===== src/rtl/bcd2bin_pkg.sv =====
// Shared types and elaboration-time helpers for the sequential BCD-to-binary converter.
package bcd2bin_pkg;

  typedef enum logic [1:0] {
    IDLE = 2'd0,
    OP   = 2'd1,
    DONE = 2'd2
  } state_e;

  // Smallest n such that 2**n >= value.
  function automatic int unsigned clog2(input longint unsigned value);
    int unsigned     n;
    longint unsigned p;
    n = 0;
    p = 1;
    while (p < value) begin
      p = p << 1;
      n++;
    end
    return n;
  endfunction

  // Bits needed to hold any value below 10**digits.
  function automatic int unsigned pow10_bits(input int unsigned digits);
    longint unsigned p;
    p = 1;
    for (int unsigned i = 0; i < digits; i++) begin
      p = p * 10;
    end
    return clog2(p);
  endfunction

endpackage


===== src/rtl/bcd_digit_adj.sv =====
// Per-digit correction for right-shift BCD-to-binary conversion: digit >= 8 loses 3.
module bcd_digit_adj (
  input  logic [3:0] digit_in,
  output logic [3:0] digit_out
);

  // Subtract-3 correction; inputs >= 8 never underflow.
  always_comb begin
    digit_out = digit_in;
    if (digit_in >= 4'd8) begin
      digit_out = digit_in - 4'd3;
    end
  end

endmodule


===== src/rtl/bcd2bin_seq.sv =====
// Sequential DIGITS-digit BCD-to-binary converter, one result bit per cycle,
// valid/ready on input and a held valid/ready result on output.
// Optional macro BCD2BIN_ERR_CHECK_EN: reject words holding a digit > 9 (err=1, bin=0).
module bcd2bin_seq
  import bcd2bin_pkg::*;
#(
  parameter  int unsigned DIGITS = 4,
  localparam int unsigned BIN_W  = pow10_bits(DIGITS),
  localparam int unsigned CNT_W  = clog2(longint'(BIN_W) + 1)
) (
  input  logic                  clk,
  input  logic                  reset_n,
  input  logic                  in_valid,
  output logic                  in_ready,
  input  logic [4*DIGITS-1:0]   bcd_in,
  output logic                  out_valid,
  input  logic                  out_ready,
  output logic [BIN_W-1:0]      bin,
  output logic                  err
);

  localparam int unsigned BCD_W = 4 * DIGITS;

  state_e             state_q, state_d;
  logic [BCD_W-1:0]   bcd_q, bcd_d;
  logic [BCD_W-1:0]   bcd_shift, bcd_adj;
  logic [BIN_W-1:0]   bin_q, bin_d;
  logic [CNT_W-1:0]   cnt_q, cnt_d;
  logic               in_ready_q, in_ready_d;
  logic               out_valid_q, out_valid_d;
  logic               err_q, err_d;
  logic               bad_digit;

  assign bcd_shift = {1'b0, bcd_q[BCD_W-1:1]};

  for (genvar g = 0; g < DIGITS; g++) begin : g_adj
    bcd_digit_adj u_adj (
      .digit_in  (bcd_shift[4*g +: 4]),
      .digit_out (bcd_adj[4*g +: 4])
    );
  end

`ifdef BCD2BIN_ERR_CHECK_EN
  // Flag any input digit outside 0..9.
  always_comb begin
    bad_digit = 1'b0;
    for (int unsigned i = 0; i < DIGITS; i++) begin
      if (bcd_in[4*i +: 4] > 4'd9) begin
        bad_digit = 1'b1;
      end
    end
  end
`else
  assign bad_digit = 1'b0;
`endif

  // Next-state, datapath and registered-handshake computation.
  always_comb begin
    state_d = state_q;
    bcd_d   = bcd_q;
    bin_d   = bin_q;
    cnt_d   = cnt_q;
    err_d   = err_q;
    unique case (state_q)
      IDLE: begin
        if (in_valid && in_ready_q) begin
          err_d = bad_digit;
          bin_d = '0;
          if (bad_digit) begin
            bcd_d   = '0;
            cnt_d   = '0;
            state_d = DONE;
          end else begin
            bcd_d   = bcd_in;
            cnt_d   = CNT_W'(BIN_W);
            state_d = OP;
          end
        end
      end
      OP: begin
        bin_d = {bcd_q[0], bin_q[BIN_W-1:1]};
        bcd_d = bcd_adj;
        cnt_d = cnt_q - CNT_W'(1);
        if (cnt_q == CNT_W'(1)) begin
          state_d = DONE;
        end
      end
      DONE: begin
        if (out_ready) begin
          state_d = IDLE;
        end
      end
      default: begin
        state_d = IDLE;
      end
    endcase
    // Handshake outputs follow the next state so they are registered, not decoded.
    in_ready_d  = (state_d == IDLE);
    out_valid_d = (state_d == DONE);
  end

  // State, datapath and handshake registers with synchronous active-low reset.
  always_ff @(posedge clk) begin
    if (!reset_n) begin
      state_q     <= IDLE;
      bcd_q       <= '0;
      bin_q       <= '0;
      cnt_q       <= '0;
      err_q       <= 1'b0;
      in_ready_q  <= 1'b1;
      out_valid_q <= 1'b0;
    end else begin
      state_q     <= state_d;
      bcd_q       <= bcd_d;
      bin_q       <= bin_d;
      cnt_q       <= cnt_d;
      err_q       <= err_d;
      in_ready_q  <= in_ready_d;
      out_valid_q <= out_valid_d;
    end
  end

  assign in_ready  = in_ready_q;
  assign out_valid = out_valid_q;
  assign bin       = bin_q;
  assign err       = err_q;

endmodule


===== config.mk =====
export PLATFORM = sky130hd
export DESIGN_NAME = bcd2bin_seq
export DESIGN_NICKNAME = d
export VERILOG_FILES = /design/src/rtl/bcd2bin_pkg.sv /design/src/rtl/bcd_digit_adj.sv /design/src/rtl/bcd2bin_seq.sv
export SDC_FILE = /design/constraint.sdc
export NUM_CORES = 1
export LEC_CHECK = 0
export BUFFER_PORTS_ARGS = -buffer_cell sky130_fd_sc_hd__buf_2
export CORE_AREA = 2 2 69 71
export DETAILED_ROUTE_END_ITERATION = 16
export DIE_AREA = 0 0 71 73
export GPL_ROUTABILITY_DRIVEN = 0
export PLACE_DENSITY = 0.7
export SLEW_MARGIN = 10
export SYNTH_ARGS = -nofsm -noshare
export SYNTH_HDL_FRONTEND = slang
export SYNTH_SLANG_ARGS = --single-unit

===== constraint.sdc =====
create_clock -name clk -period 2.31 [get_ports clk]
set_input_delay 0.231 -clock clk [delete_from_list [all_inputs] [get_ports clk]]
set_output_delay 0.231 -clock clk [all_outputs]
set_load 0.03 [all_outputs]

Yosys cells after proc, flatten, opt, wreduce, memory -nomap -nowiden
Cells that the tools add are included.
{ "word_totals": {"register_bits": 38, "latchBits": 0, "ram_bits": 0, "rom_bits": 0, "n_memories": 0} }
{ "classes": {"n_addsub": 5, "multipliers": 0, "n_div": 0, "order_cmp": 4, "n_eq_ne": 5, "shifts": 0, "n_mux": 14, "bitwise": 0, "n_reduce_logical": 5} }
{ "op_table": {"columns": ["op", "n"], "rows": [
  ["$pmux 16 s2", 1],
  ["$pmux 14 s2", 1],
  ["$mux 4", 5],
  ["$mux 16", 1],
  ["$mux 14", 1],
  ["$ge 4x4->1 const B", 3],
  ["$sub 4x2->4 const B", 3],
  ["$pmux 4 s2", 1],
  ["$mux 2", 3],
  ["$pmux 2 s3", 1],
  ["$eq 2x2->1 const B", 2],
  ["$eq 4x1->1 const B", 1],
  ["$ge 3x4->1 const B", 1],
  ["$logic_not 2->1", 2],
  ["$sub 3x2->4 const B", 1],
  ["$sub 4x1->4 const B", 1],
  ["$eq 2x1->1 const B", 1],
  ["$ne 2x2->1 const B", 1],
  ["$reduce_and 2->1", 1],
  ["$reduce_bool 2->1", 1],
  ["$logic_and 1x1->1", 1]
]} }

Logic depth before layout (Yosys ltp)
Gate-level depths: netlist (run 1).
{ "logic_depth": {"depth_word": 4, "depth_mapped": 6} }

By module
A second synthesis (run 1) with hierarchy kept.
{ "hier_totals": {"hier_cells": 205, "hier_area_um2": 1998.2} }
{ "by_module_without_submodules": {"columns": ["mod", "instances", "cells_each", "area_each_um2", "seq_area_each_um2"], "rows": [
  ["bcd2bin_seq", 1, 161, 1692.9, 760.7],
  ["bcd_digit_adj", 4, 11, 76.3, 0.0]
]} }

Least setup slack after synthesis (run 1)
No wires, ideal clock.
{ "synth_path": {"kind": "flip-flop to flip-flop", "startpoint": "register in_ready_q, in the netlist in_ready", "endpoint": "register bin_q[10], in the netlist bin[10]", "setup_ns": 0.128, "t_arrival_ns": 1.362, "slack_ns": 0.821, "path_stages_with_launch": 7, "path_buffers": 2, "cell_sequence": "dfxtp_1 > a21oi_1 > or2_1 > buf_6 > clkbuf_8 > a22oi_1 > nor2_1"} }
{ "synth_via": {"elab_chain_cells": 3} }
{ "synth_rtl": {"columns": ["element", "line", "text"], "rows": [
  ["start: declaration", "bcd2bin_seq.sv:29", "logic in_ready_q, in_ready_d;"],
  ["start signal: assignment", "bcd2bin_seq.sv:118", "in_ready_q <= in_ready_d;"],
  ["$logic_and 1x1->1", "bcd2bin_seq.sv:66", "if (in_valid && in_ready_q) begin"],
  ["$ne 2x2->1 (no line)", null, null],
  ["$reduce_and 2->1 (no line)", null, null],
  ["end signal: assignment", "bcd2bin_seq.sv:115", "bin_q <= bin_d;"],
  ["end: declaration", "bcd2bin_seq.sv:27", "logic [BIN_W-1:0] bin_q, bin_d;"]
]} }
No other way between the ends.
A chain may end at the register's enable or synchronous reset.

Final worst setup path (run 1)
{ "layout_path": {"startpoint": "register state_q[0]", "endpoint": "register bin_q[0], in the netlist bin[0]"} }
{ "layout_via": {"elab_chain_cells": 3, "elab_cells_between_ends": 6, "cone_classes": "eq/ne: 2; mux: 1; reduce/logical: 3"} }
{ "layout_rtl": {"columns": ["element", "line", "text"], "rows": [
  ["start: declaration", "bcd2bin_seq.sv:24", "state_e state_q, state_d;"],
  ["start signal: assignment", "bcd2bin_seq.sv:113", "state_q <= state_d;"],
  ["$eq 2x1->1 or $logic_not 2->1 (tied branches)", "bcd2bin_seq.sv:64", "unique case (state_q)"],
  ["$reduce_bool 2->1 (no line) or $ne 2x2->1 (tied branches)", null, null],
  ["$reduce_and 2->1 (no line)", null, null]
]} }
Parallel ways exist; a longest one is shown, timed or not.

==> results of run 1 <==
==> per-layer routing <==
| layer | GRT usage (%) | wire [um] | vias up |
|---|---|---|---|
| met4 | 6.289 | 70 | 0 |
| li1 | - | - | 713 |
| met1 | 18.04 | 1672 | 658 |
| met2 | 22.85 | 1618 | 28 |
| met3 | 4.420 | 164 | 5 |
| met5 | 0 | 0 | - |
==> power groups by stage <==
stage          Sequential, uW  Combinational (uW)  Clock [uW]
2_1_floorplan             749                 192           0
3_3_place_gp              759                 227           0
3_5_place_dp              760                 229           0
4_1_cts                   745                 231         478
5_1_grt                   753                 259         504
6_report                  746                 231         465
==> tightest hold or removal path, stage by stage <==
cell,delay (ns)
buf_2,0.08
a222oi_1,0.06
nor2_1,0.08
==> registers in the layout (all words and copies together) (netlist names) <==
signal and count:
bin 14, out_valid 1, bcd_q 16, in_ready 1, state_q 2, cnt_q 4
==> cell type report <==
cell class,instances,share of cell area [%]
Sequential cell,38,38.63
Multi-Input combinational cell,121,40.72
Tap cell,54,3.431
Clock inverter,1,0.2541
Clock buffer,7,4.384
Timing Repair Buffer,38,10.67
Inverter,10,1.906
==> logic make-up (layout without fill, tap and decap cells) <==
logic type                 after synthesis  after routing  synth area share (%)
and+or+nand+nor                         54             54                 14.98
DFF                                     38             38                 44.64
other                                    1              1                0.2201
AOI/OAI and AO/OA                       52             52                 22.76
xor gates and xnor gates                 6              6                 3.084
adders and majority gates                8              8                 5.874
buffers and inverters                   22             56                 8.444
==> path summary, 6_finish.rpt <==
| check | to | slack [ns] | from |
|---|---|---|---|
| max | bin[0] | 0.55 | state_q[0] |
| min | bcd_q[0] | 0.19 | bcd_in[0] |
| max reg2reg | bin[0] | 0.55 | state_q[0] |
| min reg2reg | cnt_q[3] | 0.47 | cnt_q[3] |
==> metrics by stage <==
stage,power [uW],utilization [%],hold WS [ns]
2_1_floorplan,941.2,-,0.3072
3_3_place_gp,986.1,41.41,0.4578
3_5_place_dp,988.7,41.41,0.4648
4_1_cts,1454,43.42,0.1861
5_1_grt,1516,43.42,0.1953
6_report,1442,43.42,0.1898
==> layout by cell type (no fill, tap or decap), drive strengths merged, types with 2 or more instances in the layout <==
cell type  count
o221ai         6
dfxtp         38
o21ai          5
a32oi          2
clkbuf         7
buf           38
nor2          30
xor2           3
o211ai         2
nand2          9
nor2b          4
inv           10
nand3          2
xnor2          3
a22oi         16
a222oi         5
a21oi          8
a21o           2
nor3           2
ha             8
a211oi         4
==> results.sh, run 1 <==
export IMPL_switchingPower_uw=404.1
export IMPL_slew_headroom_pct=58.88
export IMPL_yosysUniqueCellTypes=36
export IMPL_fp_dieW_um=71
export IMPL_yosys_top_cells_count="dfxtp_1, nor2_1, a22oi_1"
export IMPL_nNetsFinal=242
export IMPL_rsz0062_at_grt="false"
export IMPL_critPathCaptureType="register"
export IMPL_synth_most_common_cell="dfxtp_1"
export IMPL_synth_edff_count=0
export IMPL_core_area_sq_um=4536
export IMPL_holdBufCountCts=0
export IMPL_detailedPlace_worstSlack_ns=0.5876
export IMPL_slowest_delay_ns=0.60
export IMPL_via_per_inst=5.219
export IMPL_die_area_sq_um=5183
export IMPL_slowest_stage="dfxtp_1"
export IMPL_num_rows=25
export IMPL_wl_um=3525
export IMPL_drcViolationCount=0
export IMPL_intPower_uw=1038
export IMPL_syn_inst=181
export IMPL_fp_dieH_um=73
export IMPL_multiInputGateArea_sq_um=802.0
export IMPL_clk_latency_ns=0.29
export IMPL_fin_crit_ns=1.762
export IMPL_fin_area_sq_um=1969
export IMPL_power_density_nw_per_um2=732.2
export IMPL_path_depth=5
export IMPL_grt_total_usage_pct=14.37
export IMPL_grt_pass1_wl_um=5899
export IMPL_detail_route_wl_per_cell_um=13.10
export IMPL_worstPathArrival_ns=1.92
export IMPL_placed_cell_area_sq_um=1878
export IMPL_crit_chain="a21oi_1 -> or2_1 -> buf_4 -> a22oi_1 -> nor2_1"
export IMPL_fin_ws_ns=0.5482
export IMPL_worstPathRequired_ns=2.47
export IMPL_synthToLayoutAreaGrowth_pct=15.57
export IMPL_vias=1404
export IMPL_grt_overflow=0
export IMPL_diodes=0
export IMPL_cts_root_buf="clkbuf_8"
export IMPL_tightest_slew_ns=0.6146
export IMPL_path_max_fanout=14
export IMPL_dp_cells=261
export IMPL_post_synth_cell_area_avg_sq_um=9.415
export IMPL_async_reset_ff_share_pct=0
export IMPL_startpoint_type="register"
export IMPL_run_status="finished clean"
export IMPL_grt_pass1_vias=1278
export IMPL_yosysSeqAreaShare_pct=44.64
export IMPL_path_class="register to register"
export IMPL_postCtsSetupBuffers=0
export IMPL_maxCapViolCount=0
export IMPL_clkTransAtPathRegs_ns=0.07
export IMPL_dr_pass1_iters=4
export IMPL_cts_tree="yes"
export IMPL_synth_flop_cell="dfxtp_1"
export IMPL_cts_resized=0
export IMPL_peakVddDrop_uv=303.6
export IMPL_cts_path_max_buffers=2
export IMPL_synth_area_leaders="dfxtp_1, a22oi_1, nor2_1"
export IMPL_cts_num_sinks=38
export IMPL_antenna_found_initial=0
export IMPL_synth_largest_area_cell="dfxtp_1"
export IMPL_start_util_pct=37.57
export IMPL_syn_nets=209
export IMPL_n_fill_cell=459
export IMPL_crit_buf_inv=1
export IMPL_regArea_sq_um=760.7
export IMPL_whs_path_depth=3
export IMPL_post_route_period_util_pct=76.27
export IMPL_cpLargestDelayFamily="flip-flops"
export IMPL_drt_iter0_markers=98
export IMPL_rr_worst_depth=5
export IMPL_antenna_left=0
export IMPL_p_comb_share_pct=16.0
export IMPL_yosys_warnings=0
export IMPL_cts_buffers=5
export IMPL_p_clk_share_pct=32.2
export IMPL_hold_violations=0
export IMPL_synthesis_area_sq_um=1704
export IMPL_seqPwrFrac_pct=51.7
export IMPL_htreeDepth=2
export IMPL_tns_ns=0
export IMPL_synth_seq_cells=38
export IMPL_leakagePower_uw=0.0008426
export IMPL_setup_viol=0
export IMPL_hp_class="primary input to register"
export IMPL_fin_worst_skew_ns=0.004442
export IMPL_swShare_pct=28.02
export IMPL_layoutNonFillerInstCount=269
export IMPL_hpwl_um=2396
export IMPL_final_max_slew_viol_count=0
export IMPL_io_buffers=35
export IMPL_yosys_area_top_type_share_pct=44.64
export IMPL_grt_start_max_net_pins=22
export IMPL_max_freq_ghz=0.5676
export IMPL_ios=37
export IMPL_final_layout_size_suffix_gt1_share_pct=23.26
No activity file was read; power rests on OpenSTA's default activity.
==> run 2, diff against run 1 <==
--- a/config.mk
+++ b/config.mk
@@ -10,7 +10,7 @@
 export DETAILED_ROUTE_END_ITERATION = 16
 export DIE_AREA = 0 0 71 73
 export GPL_ROUTABILITY_DRIVEN = 0
-export PLACE_DENSITY = 0.7
+export PLACE_DENSITY = 0.72
 export SLEW_MARGIN = 10
 export SYNTH_ARGS = -nofsm -noshare
 export SYNTH_HDL_FRONTEND = slang
==> constraint.sdc (replaced) <==
create_clock -name clk -period 1.6 [get_ports clk]
set_input_delay 0.16 -clock clk [delete_from_list [all_inputs] [get_ports clk]]
set_output_delay 0.16 -clock clk [all_outputs]
set_load 0.03 [all_outputs]
==> run 2 against run 1 <==
Effect of this change:
- count of clock-buffer cells in the layout fell by 1
- critical path depth unchanged
- register-to-register slack got worse by 0.37 ns
- sequential power is 43% higher
- final cell count grew 2.2%
- via count increased by 2.1%
- critical path type unchanged
- critical endpoint is now bin[2]
==> results.sh, run 2 (synthesis gave the netlist of run 1 again) <==
export IMPL_cts_num_sinks=38
export IMPL_max_freq_ghz=0.7025
export IMPL_crit_chain="a21oi_1 -> or2_1 -> buf_4 -> a22oi_1 -> nor2_1"
export IMPL_cts_root_buf="clkbuf_8"
export IMPL_worstPathArrival_ns=1.60
export IMPL_rr_worst_depth=5
export IMPL_whs_path_depth=3
export IMPL_grt_pass1_wl_um=6009
export IMPL_slowest_delay_ns=0.38
export IMPL_vias=1434
export IMPL_final_cell_mix="dfxtp_1, buf_2, nor2_1"
export IMPL_regMostFlops="bcd_q"
export IMPL_worstPathRequired_ns=1.78
export IMPL_antenna_found_initial=0
export IMPL_tns_ns=0
export IMPL_final_common_cell="dfxtp_1"
export IMPL_fp_dieH_um=73
export IMPL_drcViolationCount=0
export IMPL_leakagePower_uw=0.0008680
export IMPL_holdBufCountCts=0
export IMPL_setup_viol=0
export IMPL_clkTransAtPathRegs_ns=0.08
export IMPL_diodes=0
export IMPL_startpoint_type="register"
export IMPL_hold_violations=0
export IMPL_fin_crit_ns=1.423
export IMPL_dr_pass1_iters=4
export IMPL_grt_start_max_net_pins=30
export IMPL_wl_um=3742
export IMPL_htreeDepth=2
export IMPL_path_class="register to register"
export IMPL_largest_register_ffs=16
export IMPL_rsz0062_at_grt="false"
export IMPL_maxCapViolCount=0
export IMPL_core_area_sq_um=4536
export IMPL_antenna_left=0
export IMPL_fin_worst_skew_ns=0.008434
export IMPL_grt_pass1_vias=1349
export IMPL_postCtsSetupBuffers=0
export IMPL_detail_route_wl_per_cell_um=13.61
export IMPL_cts_path_max_buffers=2
export IMPL_clk_latency_ns=0.30
export IMPL_power_density_nw_per_um2=1062
export IMPL_fp_dieW_um=71
export IMPL_run_status="finished clean"
export IMPL_nNetsFinal=248
export IMPL_hp_start="bcd_in[0]"
export IMPL_fin_ws_ns=0.1765
export IMPL_critPathCaptureType="register"
export IMPL_num_rows=25
export IMPL_cts_buffers=5
export IMPL_finalPower_uw=2129
export IMPL_via_per_inst=5.215
export IMPL_cts_tree="yes"
export IMPL_hp_class="primary input to register"
export IMPL_io_buffers=35
export IMPL_path_max_fanout=11
export IMPL_crit_path_start="in_ready"
export IMPL_synthToLayoutAreaGrowth_pct=17.69
export IMPL_ios=37
export IMPL_slowest_stage="dfxtp_1"
export IMPL_final_layout_size_suffix_gt1_share_pct=25.79
export IMPL_final_max_slew_viol_count=0
export IMPL_placed_cell_area_sq_um=1911
export IMPL_whs_ns=0.09944
export IMPL_cts_resized=0
export IMPL_r2r_start="in_ready"
export IMPL_fin_area_sq_um=2006
export IMPL_grt_total_usage_pct=14.75
export IMPL_post_route_period_util_pct=88.97
export IMPL_die_area_sq_um=5183
export IMPL_grt_overflow=0
export IMPL_start_util_pct=37.57
export IMPL_hpwl_um=2612
export IMPL_peakVddDrop_uv=480.3
export IMPL_detailedPlace_worstSlack_ns=0.1835
export IMPL_drt_iter0_markers=108
## run 2: cell count changes in the layout (fill, tap and decap cells not counted)
cell and delta:
buf_4 +7, clkbuf_1 -1, buf_12 -1, clkinvlp_4 +1
## run 2: layout make-up
class / count / area [sq um]
fill: 439 / 2530
tap: 54 / 67.56
multi-input combinational: 121 / 802.0
sequential: 38 / 760.7
clock buffer: 6 / 82.58
timing repair buffer: 44 / 242.7
inverter: 10 / 37.54
clock inverter: 2 / 12.51
## run 2: path summary, 6_finish.rpt
path / slack, ns / endpoint
setup / recovery: 0.18 / bin[2]
setup reg to reg: 0.18 / bin[2]
hold / removal: 0.1 / bcd_q[0]
hold reg to reg: 0.49 / bcd_q[11]
## run 2: critical path: cells and delay by family (launching register included)
kind / cells / cell delay [ns]
compound gates: 2 / 0.29
flops: 1 / 0.38
buf+inv: 1 / 0.24
simple gates: 2 / 0.39
## run 2: per-stage QoR
| stage | util, % | std cells |
|---|---|---|
| finish | 44.22 | 275 |
| global route | 44.22 | 275 |
| CTS | 44.22 | 275 |
| detailed placement | 42.12 | 267 |
| global placement | 42.12 | 267 |
| floorplan | - | 181 |
## run 2: power by group
part	total, uW	switching (uW)	internal [uW]
Combinational	360	201	159
Clock	701	355	346
Sequential	1070	61.4	1010
## run 2: metal layers
layer	vias up	global-route usage [%]	part of all wire (%)	wire, um
li1	721	-	-	-
met1	679	18.05	46	1726
met2	27	24.20	48	1784
met3	7	3.177	4.1	153
met4	0	8.176	2.1	78
met5	-	0	0	0
==> run 3, diff against run 2 <==
--- a/config.mk
+++ b/config.mk
@@ -6,12 +6,14 @@
 export NUM_CORES = 1
 export LEC_CHECK = 0
 export BUFFER_PORTS_ARGS = -buffer_cell sky130_fd_sc_hd__buf_2
-export CORE_AREA = 2 2 69 71
+export CORE_AREA = 2 2 74 76
 export DETAILED_ROUTE_END_ITERATION = 16
-export DIE_AREA = 0 0 71 73
+export DIE_AREA = 0 0 76 78
 export GPL_ROUTABILITY_DRIVEN = 0
 export PLACE_DENSITY = 0.72
+export SETUP_SLACK_MARGIN = 0.4
 export SLEW_MARGIN = 10
 export SYNTH_ARGS = -nofsm -noshare
 export SYNTH_HDL_FRONTEND = slang
+export SYNTH_HIERARCHICAL = 1
 export SYNTH_SLANG_ARGS = --single-unit
==> run 3 against run 2 <==
Effect of this change:
- sequential cell count stayed put
- fmax down 2.7%
- area after synthesis up 17%
- global-route usage down 0.29 points
- critical path type unchanged
- hold slack improved by 0.038 ns
- worst setup slack got worse by 0.040 ns
==> results.sh, run 3 <==
export IMPL_peakVddDrop_uv=674.5
export IMPL_antenna_found_initial=0
export IMPL_grt_total_usage_pct=14.47
export IMPL_synth_largest_area_cell="dfxtp_1"
export IMPL_run_status="finished clean"
export IMPL_clkTransAtPathRegs_ns=0.07
export IMPL_start_util_pct=39.63
export IMPL_startpoint_type="register"
export IMPL_intPower_uw=1992
export IMPL_clk_latency_ns=0.29
export IMPL_drt_iter0_markers=67
export IMPL_holdBufCountCts=0
export IMPL_swShare_pct=26.58
export IMPL_leakagePower_uw=0.001141
export IMPL_hp_class="primary input to register"
export IMPL_yosys_top_cells_count="dfxtp_1, nand2_1, o21bai_1, o311a_1, o22ai_1"
export IMPL_yosys_warnings=6
export IMPL_grt_start_max_net_pins=37
export IMPL_critPathCaptureType="register"
export IMPL_synth_seq_cells=38
export IMPL_nNetsFinal=276
export IMPL_wl_um=4119
export IMPL_syn_inst=205
export IMPL_worstPathArrival_ns=1.64
export IMPL_post_synth_cell_area_avg_sq_um=9.747
export IMPL_via_per_inst=5.032
export IMPL_regArea_sq_um=778.2
export IMPL_p_clk_share_pct=36.1
export IMPL_tns_ns=0
export IMPL_max_freq_ghz=0.6835
export IMPL_cts_root_buf="clkbuf_8"
export IMPL_htreeDepth=2
export IMPL_regMostFlops="bcd_q"
export IMPL_core_area_sq_um=5042
export IMPL_synthToLayoutAreaGrowth_pct=28.99
export IMPL_grt_pass1_vias=1522
export IMPL_worstPathRequired_ns=1.78
export IMPL_cts_path_max_buffers=2
export IMPL_path_class="register to register"
export IMPL_yosysUniqueCellTypes=29
export IMPL_seqPwrFrac_pct=41.1
export IMPL_antenna_left=0
export IMPL_final_cell_mix="buf_2, dfxtp_1, nand2_1"
export IMPL_ios=37
export IMPL_yosys_area_top_type_share_pct=38.07
export IMPL_cts_tree="yes"
export IMPL_rr_worst_depth=5
export IMPL_fin_worst_skew_ns=0.005627
export IMPL_maxCapViolCount=0
export IMPL_power_density_nw_per_um2=1053
export IMPL_fin_area_sq_um=2577
export IMPL_multiInputGateArea_sq_um=1246
export IMPL_final_common_cell="buf_2"
export IMPL_path_max_fanout=4
export IMPL_dr_pass1_iters=4
export IMPL_largest_register_ffs=16
export IMPL_final_layout_size_suffix_gt1_share_pct=39.27
export IMPL_vias=1595
export IMPL_whs_path_depth=3
export IMPL_synthesis_area_sq_um=1998
export IMPL_num_rows=26
export IMPL_synth_edff_count=0
export IMPL_die_area_sq_um=5928
export IMPL_fp_dieH_um=78
export IMPL_diodes=0
export IMPL_setup_viol=0
export IMPL_rsz0062_at_grt="true"
export IMPL_hpwl_um=2655
export IMPL_grt_overflow=0
export IMPL_synth_area_leaders="dfxtp_1, mux2_4, o311a_1"
export IMPL_cts_num_sinks=38
export IMPL_grt_pass1_wl_um=7031
export IMPL_final_max_slew_viol_count=0
export IMPL_hold_violations=0
export IMPL_fp_dieW_um=76
export IMPL_synth_flop_cell="dfxtp_1"
export IMPL_yosysSeqAreaShare_pct=38.07
export IMPL_synth_most_common_cell="dfxtp_1"
export IMPL_detail_route_wl_per_cell_um=12.99
export IMPL_switchingPower_uw=721.3
export IMPL_fin_crit_ns=1.463
export IMPL_cts_buffers=5
export IMPL_placed_cell_area_sq_um=2291
export IMPL_async_reset_ff_share_pct=0
export IMPL_p_comb_share_pct=22.8
export IMPL_post_route_period_util_pct=91.44
export IMPL_drcViolationCount=0
export IMPL_io_buffers=35
export IMPL_n_fill_cell=463
run 3: changes by cell type in the layout (fill, tap and decap cells not counted), sizes merged, moves of 13 or more:
| cell | before | now |
|---|---|---|
| nor2 | 30 | 1 |
| a22oi | 16 | 0 |
| mux2 | 0 | 16 |
| o21bai | 0 | 16 |
| o311a | 0 | 16 |
| o22ai | 0 | 13 |
run 3: critical path, cell delays in order (launching register included):
cell and delay [ns]:
dfxtp_4 0.37, ha_4 0.15, nand2b_4 0.13, xnor2_2 0.14, mux2_4 0.26, o311a_1 0.29
run 3: final timing paths:
kind	to	start	slack, ns
max	bcd_q[2]	bcd_q[2]	0.14
min	in_ready	out_ready	0.14
max reg2reg	bcd_q[2]	bcd_q[2]	0.14
min reg2reg	cnt_q[0]	cnt_q[0]	0.47
run 3: kinds of logic (layout without fill, tap and decap cells):
logic type / after synthesis / count (layout) / synth area share (%)
and+or+nand+nor: 43 / 43 / 10.89
adders and majority gates: 10 / 10 / 6.262
xor gates and xnor gates: 8 / 8 / 3.506
AOI/OAI and AO/OA: 62 / 62 / 22.98
buffers and inverters: 27 / 64 / 6.825
other: 1 / 6 / 0.1877
muxes: 16 / 16 / 11.27
DFF: 38 / 38 / 38.07
run 3: timing repair:
item / 4_1_cts / 5_1_grt
endpoints found under the hold margin: 0 / 0
resized for setup: 20 / 12
setup buffers: 3 / 0
setup endpoints to repair: 37 / 37
pin swaps: 4 / 4
run 3: metal layers:
metal  vias up  share of wire (%)  track usage [%]
met5         -                  0                0
met3         7                3.0            3.023
met4         0                1.7            6.000
met2        31                 49            24.73
li1        810                  -                -
met1       747                 46            17.77
run 3: layout make-up:
cell class	instances	share of cell area, %
clock inverter	3	2.670
multi-input combinational	145	48.35
clock buffer	5	2.670
tap	70	3.398
inverter	10	1.456
timing repair buffer	46	11.26
sequential	38	30.19
run 3: power by group through the flow:
| stage | clock (uW) | sequential, uW | combinational [uW] |
|---|---|---|---|
| global route | 1030 | 1130 | 692 |
| CTS | 998 | 1110 | 593 |
| finish | 979 | 1120 | 619 |
| detailed placement | 0 | 1120 | 545 |
| floorplan | 0 | 1120 | 430 |
| global placement | 0 | 1120 | 536 |
run 3: metrics by stage:
step | utilization [%] | setup slack (ns) | total power (uW) | cells | hold WS (ns)
CTS | 50.20 | 0.1449 | 2701 | 317 | 0.1411
global placement | 45.43 | 0.1168 | 1656 | 306 | 0.4469
global route | 51.12 | 0.08261 | 2853 | 317 | 0.1854
detailed placement | 45.43 | 0.07325 | 1669 | 306 | 0.4500
floorplan | - | 0.1403 | 1546 | 210 | 0.3404
finish | 51.12 | 0.1369 | 2713 | 317 | 0.1377
